## src/rtl/ps2_keyboard_rx_pkg.sv

```systemverilog
// Shared types and constants for the PS/2 keyboard receiver.
// Scancode prefixes, frame FSM states and the buffered event layout.
package ps2_keyboard_rx_pkg;

    localparam logic [7:0] PS2_EXT = 8'hE0;
    localparam logic [7:0] PS2_BRK = 8'hF0;

    typedef enum logic [1:0] {
        ST_IDLE   = 2'd0,
        ST_DATA   = 2'd1,
        ST_PARITY = 2'd2,
        ST_STOP   = 2'd3
    } ps2_state_e;

    typedef struct packed {
        logic       ext;
        logic       brk;
        logic [7:0] code;
    } ps2_event_t;

    localparam int EVENT_W = $bits(ps2_event_t);

    // Odd parity: data bits plus parity bit must hold an odd number of ones.
    function automatic logic odd_parity_ok(input logic [7:0] data,
                                           input logic       par);
        return ^{data, par};
    endfunction

endpackage

```

## src/rtl/ps2_event_fifo.sv

```systemverilog
// First-word-fall-through event FIFO with occupancy count.
// Head entry reads as zero while empty; pointers wrap modulo DEPTH.
module ps2_event_fifo
    import ps2_keyboard_rx_pkg::*;
#(
    parameter int WIDTH = EVENT_W,
    parameter int DEPTH = 8
) (
    input  logic                       clk_i,
    input  logic                       rst_i,
    input  logic                       push_i,
    input  logic [WIDTH-1:0]           din_i,
    input  logic                       pop_i,
    output logic [WIDTH-1:0]           dout_o,
    output logic [$clog2(DEPTH+1)-1:0] count_o,
    output logic                       full_o,
    output logic                       empty_o
);

    localparam int AW = $clog2(DEPTH);
    localparam int CW = $clog2(DEPTH + 1);

    logic [WIDTH-1:0] mem_q [DEPTH];
    logic [AW-1:0]    wr_ptr_q;
    logic [AW-1:0]    rd_ptr_q;
    logic [CW-1:0]    count_q;
    logic [CW-1:0]    count_d;
    logic             do_push;
    logic             do_pop;

    assign empty_o = (count_q == '0);
    assign full_o  = (count_q == CW'(DEPTH));
    assign do_pop  = pop_i && !empty_o;
    // A full FIFO still accepts a push when the head leaves in the same cycle.
    assign do_push = push_i && (!full_o || do_pop);

    always_comb begin
        count_d = count_q;
        if (do_push && !do_pop) begin
            count_d = count_q + CW'(1);
        end else if (do_pop && !do_push) begin
            count_d = count_q - CW'(1);
        end
    end

    always_ff @(posedge clk_i) begin
        if (rst_i) begin
            wr_ptr_q <= '0;
            rd_ptr_q <= '0;
            count_q  <= '0;
        end else begin
            if (do_push) begin
                wr_ptr_q <= wr_ptr_q + AW'(1);
            end
            if (do_pop) begin
                rd_ptr_q <= rd_ptr_q + AW'(1);
            end
            count_q <= count_d;
        end
    end

    always_ff @(posedge clk_i) begin
        if (do_push) begin
            mem_q[wr_ptr_q] <= din_i;
        end
    end

    assign dout_o  = empty_o ? '0 : mem_q[rd_ptr_q];
    assign count_o = count_q;

endmodule

```

## src/rtl/ps2_keyboard_rx.sv

```systemverilog
// PS/2 keyboard receiver: pin filtering, 11-bit frame deframing, odd parity,
// E0/F0 prefix decoding into make/break events, event FIFO and byte history.
module ps2_keyboard_rx
    import ps2_keyboard_rx_pkg::*;
#(
    parameter int FIFO_DEPTH     = 8,
    parameter int HIST_BYTES     = 3,
    parameter int FILTER_LEN     = 8,
    parameter int TIMEOUT_CYCLES = 100000
) (
    input  logic                            CLOCK_50,
    input  logic                            reset,
    input  logic                            PS2_CLK,
    input  logic                            PS2_DAT,
    input  logic                            rd_en,
    input  logic                            clr_flags,
    output logic                            ev_valid,
    output logic [7:0]                      ev_code,
    output logic                            ev_ext,
    output logic                            ev_break,
    output logic [$clog2(FIFO_DEPTH+1)-1:0] ev_count,
    output logic [8*HIST_BYTES-1:0]         history,
    output logic                            overflow,
    output logic                            parity_err,
    output logic                            frame_err
);

    localparam int HW = 8 * HIST_BYTES;
    localparam int FW = $clog2(FILTER_LEN + 1);
    localparam int TW = $clog2(TIMEOUT_CYCLES + 1);

    logic [1:0]    clk_sync_q;
    logic [1:0]    dat_sync_q;
    logic [FW-1:0] clk_cnt_q;
    logic [FW-1:0] dat_cnt_q;
    logic          clk_f_q;
    logic          dat_f_q;
    logic          clk_prev_q;
    logic          fall;

    ps2_state_e    state_q;
    logic [2:0]    bit_cnt_q;
    logic [7:0]    shreg_q;
    logic          par_q;
    logic [TW-1:0] tmo_q;

    logic          stop_sample;
    logic          par_ok;
    logic          frame_ok;
    logic          bad_par;
    logic          bad_stop;
    logic          timeout;

    logic [HW-1:0] hist_q;
    logic [HW+7:0] hist_shift;
    logic [HW-1:0] hist_d;
    logic          ext_q;
    logic          brk_q;
    logic          ev_push;
    ps2_event_t    push_ev;

    logic          ev_pop;
    logic          fifo_full;
    logic          fifo_empty;
    logic [EVENT_W-1:0] head_raw;
    ps2_event_t    head;

    logic          overflow_q;
    logic          parity_err_q;
    logic          frame_err_q;

    always_ff @(posedge CLOCK_50) begin
        if (reset) begin
            clk_sync_q <= 2'b11;
            dat_sync_q <= 2'b11;
        end else begin
            clk_sync_q <= {clk_sync_q[0], PS2_CLK};
            dat_sync_q <= {dat_sync_q[0], PS2_DAT};
        end
    end

    // Filtered level flips only after FILTER_LEN consecutive opposite samples.
    always_ff @(posedge CLOCK_50) begin
        if (reset) begin
            clk_cnt_q <= '0;
            clk_f_q   <= 1'b1;
        end else if (clk_sync_q[1] == clk_f_q) begin
            clk_cnt_q <= '0;
        end else if (clk_cnt_q == FW'(FILTER_LEN - 1)) begin
            clk_cnt_q <= '0;
            clk_f_q   <= clk_sync_q[1];
        end else begin
            clk_cnt_q <= clk_cnt_q + FW'(1);
        end
    end

    always_ff @(posedge CLOCK_50) begin
        if (reset) begin
            dat_cnt_q <= '0;
            dat_f_q   <= 1'b1;
        end else if (dat_sync_q[1] == dat_f_q) begin
            dat_cnt_q <= '0;
        end else if (dat_cnt_q == FW'(FILTER_LEN - 1)) begin
            dat_cnt_q <= '0;
            dat_f_q   <= dat_sync_q[1];
        end else begin
            dat_cnt_q <= dat_cnt_q + FW'(1);
        end
    end

    always_ff @(posedge CLOCK_50) begin
        if (reset) begin
            clk_prev_q <= 1'b1;
        end else begin
            clk_prev_q <= clk_f_q;
        end
    end

    assign fall = clk_prev_q && !clk_f_q;

    assign stop_sample = fall && (state_q == ST_STOP);
    assign par_ok      = odd_parity_ok(shreg_q, par_q);
    assign frame_ok    = stop_sample && par_ok && dat_f_q;
    assign bad_par     = stop_sample && !par_ok;
    assign bad_stop    = stop_sample && par_ok && !dat_f_q;
    assign timeout     = (state_q != ST_IDLE) && !fall
                         && (tmo_q == TW'(TIMEOUT_CYCLES - 1));

    always_ff @(posedge CLOCK_50) begin
        if (reset) begin
            state_q   <= ST_IDLE;
            bit_cnt_q <= '0;
            shreg_q   <= '0;
            par_q     <= 1'b0;
            tmo_q     <= '0;
        end else if (timeout) begin
            state_q <= ST_IDLE;
            tmo_q   <= '0;
        end else begin
            if ((state_q == ST_IDLE) || fall) begin
                tmo_q <= '0;
            end else begin
                tmo_q <= tmo_q + TW'(1);
            end
            if (fall) begin
                unique case (state_q)
                    ST_IDLE: begin
                        if (!dat_f_q) begin
                            state_q   <= ST_DATA;
                            bit_cnt_q <= '0;
                        end
                    end
                    ST_DATA: begin
                        shreg_q   <= {dat_f_q, shreg_q[7:1]};
                        bit_cnt_q <= bit_cnt_q + 3'd1;
                        if (bit_cnt_q == 3'd7) begin
                            state_q <= ST_PARITY;
                        end
                    end
                    ST_PARITY: begin
                        par_q   <= dat_f_q;
                        state_q <= ST_STOP;
                    end
                    ST_STOP: begin
                        state_q <= ST_IDLE;
                    end
                    default: begin
                        state_q <= ST_IDLE;
                    end
                endcase
            end
        end
    end

    assign hist_shift = {hist_q, shreg_q};
    assign hist_d     = hist_shift[HW-1:0];

    assign ev_push      = frame_ok && (shreg_q != PS2_EXT) && (shreg_q != PS2_BRK);
    assign push_ev.ext  = ext_q;
    assign push_ev.brk  = brk_q;
    assign push_ev.code = shreg_q;

    // Prefix flags accumulate until a non-prefix byte consumes them.
    always_ff @(posedge CLOCK_50) begin
        if (reset) begin
            hist_q <= '0;
            ext_q  <= 1'b0;
            brk_q  <= 1'b0;
        end else if (frame_ok) begin
            hist_q <= hist_d;
            if (shreg_q == PS2_EXT) begin
                ext_q <= 1'b1;
            end else if (shreg_q == PS2_BRK) begin
                brk_q <= 1'b1;
            end else begin
                ext_q <= 1'b0;
                brk_q <= 1'b0;
            end
        end
    end

    assign ev_pop = rd_en && !fifo_empty;

    ps2_event_fifo #(
        .WIDTH (EVENT_W),
        .DEPTH (FIFO_DEPTH)
    ) u_fifo (
        .clk_i   (CLOCK_50),
        .rst_i   (reset),
        .push_i  (ev_push),
        .din_i   (push_ev),
        .pop_i   (ev_pop),
        .dout_o  (head_raw),
        .count_o (ev_count),
        .full_o  (fifo_full),
        .empty_o (fifo_empty)
    );

    assign head = head_raw;

    always_ff @(posedge CLOCK_50) begin
        if (reset) begin
            overflow_q   <= 1'b0;
            parity_err_q <= 1'b0;
            frame_err_q  <= 1'b0;
        end else begin
            overflow_q   <= (ev_push && fifo_full && !ev_pop)
                            || (overflow_q && !clr_flags);
            parity_err_q <= bad_par || (parity_err_q && !clr_flags);
            frame_err_q  <= bad_stop || timeout || (frame_err_q && !clr_flags);
        end
    end

    assign ev_valid   = !fifo_empty;
    assign ev_code    = head.code;
    assign ev_ext     = head.ext;
    assign ev_break   = head.brk;
    assign history    = hist_q;
    assign overflow   = overflow_q;
    assign parity_err = parity_err_q;
    assign frame_err  = frame_err_q;

endmodule
```

## config.mk

```make
export PLATFORM = sky130hd
export DESIGN_NAME = ps2_keyboard_rx
export DESIGN_NICKNAME = d
export VERILOG_FILES = /design/src/rtl/ps2_keyboard_rx_pkg.sv /design/src/rtl/ps2_event_fifo.sv /design/src/rtl/ps2_keyboard_rx.sv
export SDC_FILE = /design/constraint.sdc
export NUM_CORES = 1
export LEC_CHECK = 0
export BUFFER_PORTS_ARGS = -buffer_cell sky130_fd_sc_hd__buf_2
export CAP_MARGIN = 20
export CELL_PAD_IN_SITES_DETAIL_PLACEMENT = 1
export CELL_PAD_IN_SITES_GLOBAL_PLACEMENT = 1
export CORE_MARGIN = 2
export CORE_UTILIZATION = 49
export DETAILED_ROUTE_END_ITERATION = 12
export HOLD_SLACK_MARGIN = 0.08
export PLACE_DENSITY = 0.87
export SYNTH_ARGS = -nofsm -noshare
export SYNTH_HDL_FRONTEND = slang
export SYNTH_SLANG_ARGS = --single-unit
```

## constraint.sdc

```tcl
create_clock -name CLOCK_50 -period 3.5 [get_ports CLOCK_50]
set_clock_uncertainty 0.05 [all_clocks]
set_input_delay 0.525 -clock CLOCK_50 [delete_from_list [all_inputs] [get_ports CLOCK_50]]
set_output_delay 0.525 -clock CLOCK_50 [all_outputs]
set_load 0.03 [all_outputs]
```

# Word-level counts from Yosys, hierarchy flattened
# Memory sizes are Yosys's and may differ from the RTL's. A register that Yosys moved wholly into a read port is not among the register bits.
# Index checks and enable logic that the tools add are counted.
# op_classes
addsub,8
n_reduce_logical,54
n_eq_ne,17
mux,15
bitwise_logic,4
# op_table
cell,n
logical AND 1 bit,20
"adder 17 x 1 -> 17 bit, second input constant",1
"== test 17 bit, second input constant",1
"== test 8 bit, second input constant",2
"inequality test 8 bit, second input constant",2
"adder 4 x 1 -> 4 bit, second input constant",3
logical NOT 1 bit,10
2-to-1 mux 10 bit,1
"adder 3 x 1 -> 3 bit, second input constant",3
2-to-1 mux 3 bit,3
AND reduction 3 bit,3
OR reduction 3 bit,3
parity 9 bit,1
"== test 4 x 3 -> 1 bit, second input constant",2
2-to-1 mux 4 bit,2
case mux 2 bit (4 select lines),1
AND reduction 2 bit,4
logical OR 1 bit,6
"inequality test 2 bit, second input constant",3
case mux 3 bit (2 select lines),1
nonzero test 2 bit,3
2-to-1 mux 1 bit,5
"== test 2 bit, second input constant",2
"== test 4 bit, second input constant",1
10 further kinds,15
# word_totals
inputBits,6
ram_bits,80
memories,1
ff_bits,85
elab_cells,120
# mem_list
memory,words,word_bits,read_ports,rd_ports_with_merged_regs,wr,line_no,source
u_fifo.mem_q,8,10,1,1,1,ps2_event_fifo.sv:23,logic [WIDTH-1:0] mem_q [DEPTH];

# Logic depth before layout (Yosys ltp)
# depth
word_depth,12
mapped_depth,13
ltp_nobuf,13

# Hierarchy
# A second synthesis with hierarchy kept.
# unflattened
hier_cells,541
hier_area_um2,6779.0
# by_module_without_submodules
module,area_each_um2,cells_each,seq_area_each_um2,n_inst
ps2_event_fifo,3668.5,198,2662.6,1
ps2_keyboard_rx,3110.5,343,1501.4,1

# Worst setup path after synthesis
# Ideal clock, no wire load.
# synth_path
kind,register -> register
startpoint,register shreg_q[1]
endpoint,"register u_fifo.count_q[3], in the netlist u_fifo.count_o[3]"
n_path_buf,0
stages_incl_launch_ff,14
slack_ps,381
required_time_ps,3380
t_arrival_ps,2999
cell_sequence,dfxtp_1 > xor2_1 > xnor3_2 > xnor2_1 > nand3_2 > inv_2 > ha_1 > inv_1 > ha_1 > a21o_1 > a21oi_1 > xnor2_1 > or3_1 > a21oi_1
# synth_between
elab_chain_cells,9
word_cells_on_any_way,13
# synth_lines
item,line_no,source
"start, declared",ps2_keyboard_rx.sv:43,logic [7:0] shreg_q;
"start signal, assigned",ps2_keyboard_rx.sv:154,"shreg_q <= {dat_f_q, shreg_q[7:1]};"
parity 9 bit,ps2_keyboard_rx_pkg.sv:26,"return ^{data, par};"
logical AND 1 bit (2 in series),ps2_keyboard_rx.sv:123,assign frame_ok = stop_sample && par_ok && dat_f_q;
logical AND 1 bit,ps2_keyboard_rx.sv:178,assign ev_push = frame_ok && (shreg_q != PS2_EXT) && (shreg_q != PS2_BRK);
logical AND 1 bit (*),ps2_keyboard_rx.sv:178,
logical AND 1 bit (*),ps2_event_fifo.sv:35,assign do_push = push_i && (!full_o || do_pop);
named net u_fifo.do_push,ps2_event_fifo.sv:28,logic do_push;
logical NOT 1 bit,ps2_event_fifo.sv:41,end else if (do_pop && !do_push) begin
logical AND 1 bit,ps2_event_fifo.sv:41,
nonzero test 2 bit (no source line),-,
"end signal, assigned",ps2_event_fifo.sv:58,count_q <= count_d;
"end, declared",ps2_event_fifo.sv:26,logic [CW-1:0] count_q;
# The timed path passes the listed nets; every way through them passes the cells marked *.
# A chain may end at the register's enable or synchronous reset.

# Worst setup path after layout
# layout_path
startpoint,register shreg_q[7]
endpoint,"register u_fifo.count_q[3], in the netlist u_fifo.count_o[3]"
# The elaborated chain is that of the path after synthesis.

==> flow_metrics.tcl <==
set metrics [dict create \
    hold_class "in -> reg" \
    min_period_ns 3.22 \
    synth_top_family_by_area "multiplexers" \
    rows 42 \
    syn2layout_area_growth_pct 16.5 \
    initialDrtViolationCount 291 \
    synth_compound_area_share_pct 2.14 \
    post_cts_buffers 0 \
    slew-limit-headroom_pct 50.7 \
    seq_area_frac_synth_pct 61.8 \
    min_from "PS2_DAT" \
    synth_flop_cell "dfxtp_1" \
    cp-end-kind "flop" \
    place_inst 738 \
    routedWlPerCell_um 19.4 \
    synthSimpleGateAreaFrac_pct 12.7 \
    clock_latency_ns 0.43 \
    vias 4262 \
    viasPerCell 5.54 \
    grt_pass1_wl_um 24400 \
    final_common_cell "nor2_1" \
    synth.mux.area_fraction_pct 13.9 \
    async_flop_share_pct 0 \
    r2r-start "shreg_q[7]$_SDFFE_PP0P_" \
    peakVddDrop_uv 356 \
    p_leak_nw 2.88 \
    cp-start-kind "flop" \
    synth_adder_area_share_pct 2.90 \
    syn_area_per_cell_um2 13.1 \
    yosysUniqueCellTypes 47 \
    max_freq_mhz 311 \
    maxCapViolations 0 \
    drive_above_1_share_pct 21.7 \
    status "finished clean" \
    tritoncts "yes" \
    instances_no_fill 770 \
    cts_resized 0 \
    cts_num_sinks 168 \
    gp_congestion 0.785 \
    drc_errors 0 \
    tightest_slew_ns 0.739 \
    grt_pass1_vias 4562 \
    ctsHoldBuffers 0 \
    ys_ff_latch 168 \
    ys_warn_count 0 \
    final_cell_mix "nor2_1 (89), dfxtp_1 (87), edfxtp_1 (80)" \
    register_area_um2 4170 \
    path_max_fanout 13 \
    first_pass_iters 5 \
    grt_setup_unrepaired "false" \
    io_pins 48 \
    antennaDiodeCount 0 \
    finalHoldViolCount 0 \
    ant_nets 0 \
    setup_viol 0 \
    path_clk_slew_ns 0.06 \
    final_nets 602 \
    grt-ovfl-total 0 \
    clockRootBuffer "clkbuf_16" \
    synth_nets 534 \
    wl_um 14900 \
    initial_core_util_pct 50.4 \
    syn_area_um2 6730 \
    power_density_nw_per_um2 520 \
    fp.dieW_um 121 \
    htree_num_levels 4 \
    dieArea_um2 14700 \
    core_region_area_um2 13300 \
    dieHeight_um 121 \
    antenna_found_initial 0 \
    fill_cells 1344 \
    cp_data_required_time_ns 3.81 \
    port_buffers 47 \
    startpoint "shreg_q[7]$_SDFFE_PP0P_" \
    multi_input_comb_area_um2 2450 \
    arrival_ns 3.53 \
    synth_edf_count 80 \
    min_period_over_period_pct 91.9 \
    crit_slowest_cell "dfxtp_1" \
    cts_buffers 17 \
    clockBufferDepth 2 \
    tns_ns 0 \
    critical-path-max-stage-delay_ns 0.61 \
    synth-xor-area-share_pct 4.61 \
    dp_hpwl_um 9660 \
    synth_cells 513 \
    grt_max_degree 70 \
    crit_type "reg -> reg" \
    track_usage_pct 22.3 \
    crit_chain "xor3_1 > xnor2_1 > nand3_2 > inv_2 > ha_1 > inv_1 > ha_1 > a21o_1 > a21oi_1 > xnor2_1 > or3_1 > a21oi_1" \
    drv_slew 0 \
]
## report_power, final
part | switching [mW] | internal [mW] | total, mW
Combinational | 0.122 | 0.0658 | 0.188
Clock | 0.783 | 1.05 | 1.84
Sequential | 0.00902 | 2.05 | 2.06
Total | 0.914 | 3.17 | 4.08
## stage by stage
step / total power [mW] / hold slack, ns / utilization [%] / area (um2) / setup slack, ns
6_report: 4.08 / 0.230 / 58.8 / 7850 / 0.282
5_1_grt: 4.20 / 0.226 / 58.8 / 7850 / 0.0678
4_1_cts: 4.11 / 0.218 / 58.8 / 7840 / 0.219
3_5_place_dp: 2.29 / 0.350 / 54.4 / 7270 / 0.279
3_3_place_gp: 2.28 / 0.346 / 54.4 / 7270 / 0.370
2_1_floorplan: 2.23 / 0.339 / - / 6730 / 0.381
## worst max-delay path, delay by kind of cell (launching register included)
kind,cells,cell delay [ns]
buffers and inverters,2,0.22
xor gates and xnor gates,3,0.82
DFF,1,0.61
AOI/OAI and AO/OA,3,0.47
and+or+nand+nor,2,0.49
adders and majority gates,2,0.46
## routing by layer
layer  GRT usage, %  share of wire (%)  vias up
met5              0                  0        -
met4           10.1                2.6        0
met3           4.37                3.3       32
met2           39.4                 54      100
met1           26.1                 40     2146
li1               -                  -     1984
## flip-flops by register name, indices dropped and copies added (netlist names), 4 cells and up, named ones only
signal and cells:
u_fifo.mem_q 80, dat_cnt_q 4, history 24, shreg_q 8
clk_cnt_q 4, tmo_q 17, u_fifo.count_o 4
## cells by family (layout without fill, tap and decap cells)
family | Yosys count | in the layout
and+or+nand+nor | 180 | 180
AOI/OAI and AO/OA | 24 | 24
DFF | 168 | 168
muxes | 67 | 67
buffers and inverters | 27 | 108
xor gates and xnor gates | 32 | 32
adders and majority gates | 15 | 15
## cell usage after synthesis (12+ instances only)
master / instances / share of area [%]
nor3_1: 12 / 0.89
mux2i_1: 44 / 6.5
a21oi_1: 12 / 0.89
nand3_1: 14 / 1.0
nor2_1: 89 / 5.0
nand2_1: 16 / 0.89
edfxtp_1: 80 / 36
dfxtp_1: 88 / 26
xnor2_1: 15 / 2.0
xor2_1: 15 / 2.0
mux4_2: 20 / 6.7
ha_1: 14 / 2.6
## cell type report
| class | instances | share of cell area, % |
|---|---|---|
| inverter | 9 | 0.431 |
| sequential | 168 | 53.1 |
| clock buffer | 18 | 5.47 |
| clock inverter | 14 | 1.90 |
| multi-input combinational | 318 | 31.2 |
| tap | 176 | 2.81 |
| timing repair buffer | 67 | 5.07 |
## path summary, 6_finish.rpt
kind                            slack [ns]                             end  depth (start not counted)
worst max-delay path                  0.28  u_fifo.count_o[3]$_SDFFE_PP0P_                         12
worst min-delay path                  0.23        dat_sync_q[0]$_SDFF_PP1_                          2
worst max register to register        0.28  u_fifo.count_o[3]$_SDFFE_PP0P_                         12
worst min register to register        0.37        dat_sync_q[1]$_SDFF_PP1_                          1
(Power assumes the default switching activity.)
